===== src/rtl/calc1_pkg.sv =====
// Shared widths, command/response codes and driver FSM states for the calc1 port adapters.
package calc1_pkg;

    localparam int CMD_W  = 4;
    localparam int DATA_W = 32;
    localparam int RESP_W = 2;

    localparam logic [CMD_W-1:0] CMD_NOP = 4'd0;
    localparam logic [CMD_W-1:0] CMD_ADD = 4'd1;
    localparam logic [CMD_W-1:0] CMD_SUB = 4'd2;
    localparam logic [CMD_W-1:0] CMD_SHL = 4'd5;
    localparam logic [CMD_W-1:0] CMD_SHR = 4'd6;

    localparam logic [RESP_W-1:0] RESP_NONE = 2'd0;
    localparam logic [RESP_W-1:0] RESP_OK   = 2'd1;
    localparam logic [RESP_W-1:0] RESP_ERR  = 2'd2;

    typedef enum logic [2:0] {
        ST_IDLE,
        ST_SEND_OP1,
        ST_SEND_OP2,
        ST_WAIT_RESP,
        ST_DONE
    } drv_state_t;

    function automatic logic is_resp(input logic [RESP_W-1:0] resp);
        return resp != RESP_NONE;
    endfunction

endpackage


===== src/rtl/calc1_resp_timer.sv =====
// Saturating response-wait counter; expired pulses on the cycle whose edge completes TIMEOUT_CYCLES.
module calc1_resp_timer #(
    parameter int TIMEOUT_CYCLES = 10,
    parameter int CNT_W          = 8
) (
    input  logic c_clk,
    input  logic reset,
    input  logic clr,
    input  logic en,
    output logic expired
);

    logic [CNT_W-1:0] cnt;

    always_ff @(posedge c_clk or posedge reset) begin
        if (reset) begin
            cnt <= '0;
        end else if (clr) begin
            cnt <= '0;
        end else if (en && (cnt < CNT_W'(TIMEOUT_CYCLES))) begin
            cnt <= cnt + 1'b1;
        end
    end

    // The edge that would bring cnt to TIMEOUT_CYCLES is the expiring one.
    always_comb begin
        expired = en && (cnt == CNT_W'(TIMEOUT_CYCLES - 1));
    end

endmodule


===== src/rtl/calc1_port_driver.sv =====
// Adapter serialising one (cmd, op1, op2) request onto a calc1 port and returning its response or a timeout.
module calc1_port_driver
    import calc1_pkg::*;
#(
    parameter int TIMEOUT_CYCLES = 10,
    parameter int CNT_W          = 8
) (
    input  logic              c_clk,
    input  logic              reset,
    input  logic              req_valid,
    output logic              req_ready,
    input  logic [0:CMD_W-1]  req_cmd,
    input  logic [0:DATA_W-1] req_op1,
    input  logic [0:DATA_W-1] req_op2,
    output logic              rsp_valid,
    input  logic              rsp_ready,
    output logic [0:RESP_W-1] rsp_code,
    output logic [0:DATA_W-1] rsp_data,
    output logic              rsp_timeout,
    output logic [0:CMD_W-1]  calc_cmd_out,
    output logic [0:DATA_W-1] calc_data_out,
    input  logic [0:RESP_W-1] calc_resp_in,
    input  logic [0:DATA_W-1] calc_data_in,
    output logic              busy
);

    drv_state_t        state_q, state_d;
    logic [0:DATA_W-1] op2_q, op2_d;
    logic [0:CMD_W-1]  cmd_d;
    logic [0:DATA_W-1] data_d;
    logic              rsp_valid_d;
    logic [0:RESP_W-1] rsp_code_d;
    logic [0:DATA_W-1] rsp_data_d;
    logic              rsp_timeout_d;
    logic              req_ready_d;
    logic              busy_d;

    logic timer_clr;
    logic timer_en;
    logic timer_expired;

    calc1_resp_timer #(
        .TIMEOUT_CYCLES(TIMEOUT_CYCLES),
        .CNT_W         (CNT_W)
    ) u_timer (
        .c_clk  (c_clk),
        .reset  (reset),
        .clr    (timer_clr),
        .en     (timer_en),
        .expired(timer_expired)
    );

    always_ff @(posedge c_clk or posedge reset) begin
        if (reset) begin
            state_q       <= ST_IDLE;
            op2_q         <= '0;
            calc_cmd_out  <= '0;
            calc_data_out <= '0;
            rsp_valid     <= 1'b0;
            rsp_code      <= '0;
            rsp_data      <= '0;
            rsp_timeout   <= 1'b0;
            req_ready     <= 1'b0;
            busy          <= 1'b0;
        end else begin
            state_q       <= state_d;
            op2_q         <= op2_d;
            calc_cmd_out  <= cmd_d;
            calc_data_out <= data_d;
            rsp_valid     <= rsp_valid_d;
            rsp_code      <= rsp_code_d;
            rsp_data      <= rsp_data_d;
            rsp_timeout   <= rsp_timeout_d;
            req_ready     <= req_ready_d;
            busy          <= busy_d;
        end
    end

    always_comb begin
        state_d       = state_q;
        op2_d         = op2_q;
        cmd_d         = '0;
        data_d        = calc_data_out;
        rsp_valid_d   = rsp_valid;
        rsp_code_d    = rsp_code;
        rsp_data_d    = rsp_data;
        rsp_timeout_d = rsp_timeout;
        timer_clr     = (state_q == ST_SEND_OP2);
        timer_en      = (state_q == ST_WAIT_RESP);

        unique case (state_q)
            ST_IDLE: begin
                // cmd and op1 are latched straight into the drive registers.
                if (req_valid && req_ready) begin
                    op2_d = req_op2;
                    if (req_cmd != CMD_NOP) begin
                        state_d = ST_SEND_OP1;
                        cmd_d   = req_cmd;
                        data_d  = req_op1;
                    end else begin
                        state_d       = ST_DONE;
                        rsp_valid_d   = 1'b1;
                        rsp_code_d    = RESP_ERR;
                        rsp_data_d    = '0;
                        rsp_timeout_d = 1'b0;
                    end
                end
            end
            ST_SEND_OP1: begin
                state_d = ST_SEND_OP2;
                data_d  = op2_q;
            end
            ST_SEND_OP2: begin
                state_d = ST_WAIT_RESP;
            end
            ST_WAIT_RESP: begin
                // A response on the expiring edge takes priority over the timeout.
                if (is_resp(calc_resp_in)) begin
                    state_d       = ST_DONE;
                    rsp_valid_d   = 1'b1;
                    rsp_code_d    = calc_resp_in;
                    rsp_data_d    = calc_data_in;
                    rsp_timeout_d = 1'b0;
                end else if (timer_expired) begin
                    state_d       = ST_DONE;
                    rsp_valid_d   = 1'b1;
                    rsp_code_d    = RESP_NONE;
                    rsp_data_d    = '0;
                    rsp_timeout_d = 1'b1;
                end
            end
            ST_DONE: begin
                if (rsp_valid && rsp_ready) begin
                    state_d     = ST_IDLE;
                    rsp_valid_d = 1'b0;
                end
            end
            default: begin
                state_d = ST_IDLE;
            end
        endcase

        req_ready_d = (state_d == ST_IDLE);
        busy_d      = (state_d != ST_IDLE);
    end

endmodule


===== config.mk =====
export PLATFORM = sky130hd
export DESIGN_NAME = calc1_port_driver
export DESIGN_NICKNAME = d
export VERILOG_FILES = /design/src/rtl/calc1_pkg.sv /design/src/rtl/calc1_resp_timer.sv /design/src/rtl/calc1_port_driver.sv
export SDC_FILE = /design/constraint.sdc
export NUM_CORES = 1
export LEC_CHECK = 0
export BUFFER_PORTS_ARGS = -buffer_cell sky130_fd_sc_hd__buf_2
export CAP_MARGIN = 25
export CORE_ASPECT_RATIO = 0.9
export CORE_MARGIN = 2
export CORE_UTILIZATION = 44
export DETAILED_ROUTE_END_ITERATION = 8
export PLACE_DENSITY = 0.86
export SLEW_MARGIN = 20
export SYNTH_ARGS = -nofsm -noshare
export SYNTH_HDL_FRONTEND = slang
export SYNTH_HIERARCHICAL = 1
export SYNTH_SLANG_ARGS = --single-unit
export TNS_END_PERCENT = 5

===== constraint.sdc =====
create_clock -name c_clk -period 2.9 [get_ports c_clk]
set_input_delay 0.145 -clock c_clk [delete_from_list [all_inputs] [get_ports c_clk]]
set_output_delay 0.145 -clock c_clk [all_outputs]
set_load 0.005 [all_outputs]

==> flow_summary.yaml <==
drt:
  drtIter0Drc: 327
  avgRoutedWirePerCell_um: 18.3
  vias: 3902
  wl_mm: 13.5
  firstDrtPassIters: 4
  ant_nets: 0
  vias_per_cell: 5.29
  route.detailed.drc: 0
cts:
  cts-root-buf: "clkbuf_16"
  cts_max_level: 4
  clk_path_buf_depth: 2
  numCtsBuffers: 17
  cts_setup_buffers: 0
  cts_tree: "built"
  clkSlewWorstSetupHoldPaths_ns: 0.05
  clk_latency_ns: 0.41
  cts_sinks: 117
logic_synthesis:
  synth_top_cell_area_share_pct: 60.0
  ys_ff_latch: 117
  syn-cell-area_mm2: 0.00488
  yosysSeqAreaShare_pct: 60.0
  yosysTopAreaCell: "dfrtp_1"
  syn-num-nets: 445
  ys_types: 39
  avgSynthCellArea_um2: 14.5
  netlist_top_cells_area: "dfrtp_1 60%, mux2_2 22%, a22o_1 5.4%, buf_8 0.92%, clkbuf_1 0.77%"
  synth_cells: 337
  yosysWarnings: 6
place:
  hpwl_mm: 7.86
  gp_congestion: 0.815
  dp_cells: 634
  dpl_worst_slack_ns: 0.0587
  port_buffers: 179
sta:
  fin_skew_ns: 0.00588
  period_needed_ns: 2.68
  setup_violations: 0
  fin_crit_sh_pct: 92.4
  setup_slack_ns: 0.220
  fin_setup_tns_ns: 0
  holdWs_ns: 0.0204
  slew-limit-headroom_pct: 58.9
  fmax_mhz: 373
  worstMarginPinSlew_ns: 0.614
  finalHoldViolCount: 0
  drv_slew: 0
  grt_setup_unrepaired: "false"
finish:
  area_growth_pct: 49.5
  final_cells: 737
  n_antenna_cell: 0
  final.fill_count: 699
  drive_gt1_share_pct: 54.1
  final_nets: 699
setup_path:
  worstPathRequired_ns: 3.18
  cp.arrival_ns: 2.96
  worst_setup_path_end_kind: "flop"
  cp_max_fo: 27
  path_class: "reg -> reg"
  cpMostUsedCell: "nand3b_1"
  path_cells: "nand3b_1 -> inv_1 -> nand2_1 -> nor3_2 -> nor3_1 -> nand3b_1 -> a21o_1 -> buf_16 -> a22o_1"
  max_stage_delay_ns: 0.50
  slowest_stage: "dfrtp_1"
  crit_path_start_kind: "flop"
run_status:
  status: "finished, final reports clean"
power:
  sequentialPowerShare_pct: 36.8
  power_frac_comb_pct: 32.8
  power_w: 0.00778
  power.leakage_nw: 3.55
  p_per_area_mw_per_mm2: 1070
  switching_power_w: 0.00232
  p_clk_share_pct: 30.4
  intPower_w: 0.00546
  switching_share_pct: 29.8
  peakVddDrop_mv: 0.678
floorplan:
  fp.dieH_um: 104
  row_count: 36
  core-area_mm2: 0.0108
  die_area_mm2: 0.0120
  start_util_pct: 45.2
  ios: 180
  die_x_um: 115
global_routing:
  gr-total-overflow: 0
  grt_pass1_vias: 4135
  grt_pass1_wl_mm: 20.8
  grt_max_degree: 110
  antenna_found_initial: 0
  grt_usage_pct: 22.9
run:
  maxCapViolCount: 0
worst_hold_path:
  hold_class: "in -> reg"
==> layer usage <==
layer | share of wire (%) | GRT usage, % | vias to the layer above
met1 | 40 | 25.7 | 1913
met2 | 49 | 37.8 | 214
met3 | 9.3 | 9.56 | 30
li1 | - | - | 1745
met5 | 0 | 0 | -
met4 | 2.4 | 10.2 | 0
==> layout make-up <==
cell class / count / area (um2) / area share, %
Inverter: 6 / 26.3 / 0.360
Multi-Input combinational cell: 194 / 1830 / 25.1
Timing Repair Buffer: 255 / 1670 / 22.9
Clock buffer: 19 / 443 / 6.07
Clock inverter: 13 / 229 / 3.14
Tap cell: 133 / 166 / 2.28
Sequential cell: 117 / 2930 / 40.1
==> placed cells by master, fill, tap and decap left out, types with 2 or more instances in the layout <==
cell	count
ha_1	2
nor2_1	8
and3_1	2
buf_4	4
a22o_1	30
mux2_2	96
clkinvlp_4	5
clkbuf_16	17
nand2_1	6
o21ai_0	4
inv_1	5
or4_4	2
a31oi_1	2
dlygate4sd3_1	70
a22o_2	3
nor3_2	3
nor2b_1	5
a21oi_1	2
clkinv_2	2
buf_2	179
nor4_4	2
nand3b_1	3
and2_1	3
dfrtp_1	117
nor3_1	4
bufinv_16	6
==> synth_stat cells <==
cell type,number
dfrtp_1,117
mux2_2,96
a22o_1,30
clkbuf_1,10
nor2_1,9
nor3_1,7
buf_2,6
inv_1,6
nand2_1,6
nor2b_1,5
o21ai_0,4
a22o_2,3
and2_1,3
buf_8,3
nand3b_1,3
a21oi_1,2
a31oi_1,2
and3_1,2
ha_1,2
or4_4,2
a211o_1,1
a211oi_1,1
a21o_1,1
a32o_1,1
a41oi_1,1
and2_2,1
buf_6,1
mux2_4,1
nand2b_1,1
nand3_1,1
nor4_1,1
nor4_2,1
nor4_4,1
o2bb2ai_1,1
o32a_1,1
o32ai_1,1
or2_2,1
or4_1,1
or4b_1,1
==> worst paths after layout <==
| path | endpoint | slack, ns | from | cells after the start |
|---|---|---|---|---|
| setup reg to reg | rsp_data[26] | 0.22 | state_q[2] | 9 |
| min in group asynchronous | u_timer/cnt[1] | 0.26 | reset | 3 |
| setup / recovery | rsp_data[26] | 0.22 | state_q[2] | 9 |
| hold / removal | rsp_code[0] | 0.02 | calc_resp_in[0] | 2 |
| max in group asynchronous | op2_q[30] | 1.98 | reset | 4 |
| hold reg to reg | rsp_data[21] | 0.50 | rsp_data[21] | 1 |
==> worst max-delay path, delay by kind of cell, from the launching register on <==
family                 cells  cell delay, ns
AND/OR/NAND/NOR            5            1.06
AO/OA/AOI/OAI              2            0.54
flip-flops                 1            0.50
buffers and inverters      2            0.45
==> logic make-up after synthesis <==
group	synth area share, %
buf+inv	3.00
mux	22.5
simple gates	5.77
fa+ha+maj	0.512
compound gates	8.30
flops	60.0
==> state kept, by name, summed over array words and instances (netlist names), 2 cells and up <==
register / cells
rsp_code: 2
op2_q: 32
calc_cmd_out: 4
rsp_data: 32
state_q: 3
u_timer/cnt: 8
calc_data_out: 32
==> through the flow <==
step / util, % / area (um2)
floorplan: - / 4890
global placement: 54.5 / 5900
detailed placement: 54.5 / 5900
CTS: 67.2 / 7270
global route: 67.5 / 7300
finish: 67.5 / 7300
==> power by group through the flow <==
| stage | Clock [W] | Combinational, W | Sequential [W] |
|---|---|---|---|
| 4_1_cts | 0.00240 | 0.00248 | 0.00282 |
| 2_1_floorplan | 0 | 0.00158 | 0.00275 |
| 3_5_place_dp | 0 | 0.00239 | 0.00283 |
| 3_3_place_gp | 0 | 0.00229 | 0.00279 |
| 6_report | 0.00237 | 0.00255 | 0.00286 |
| 5_1_grt | 0.00248 | 0.00276 | 0.00294 |
==> timing repair <==
item                                   in CTS  in global routing
setup endpoints to repair                   0                  1
hold buffers                               70                  0
endpoints found under the hold margin     186                  0
resized for setup                           0                  1
Power figures use the tool's default switching activity.
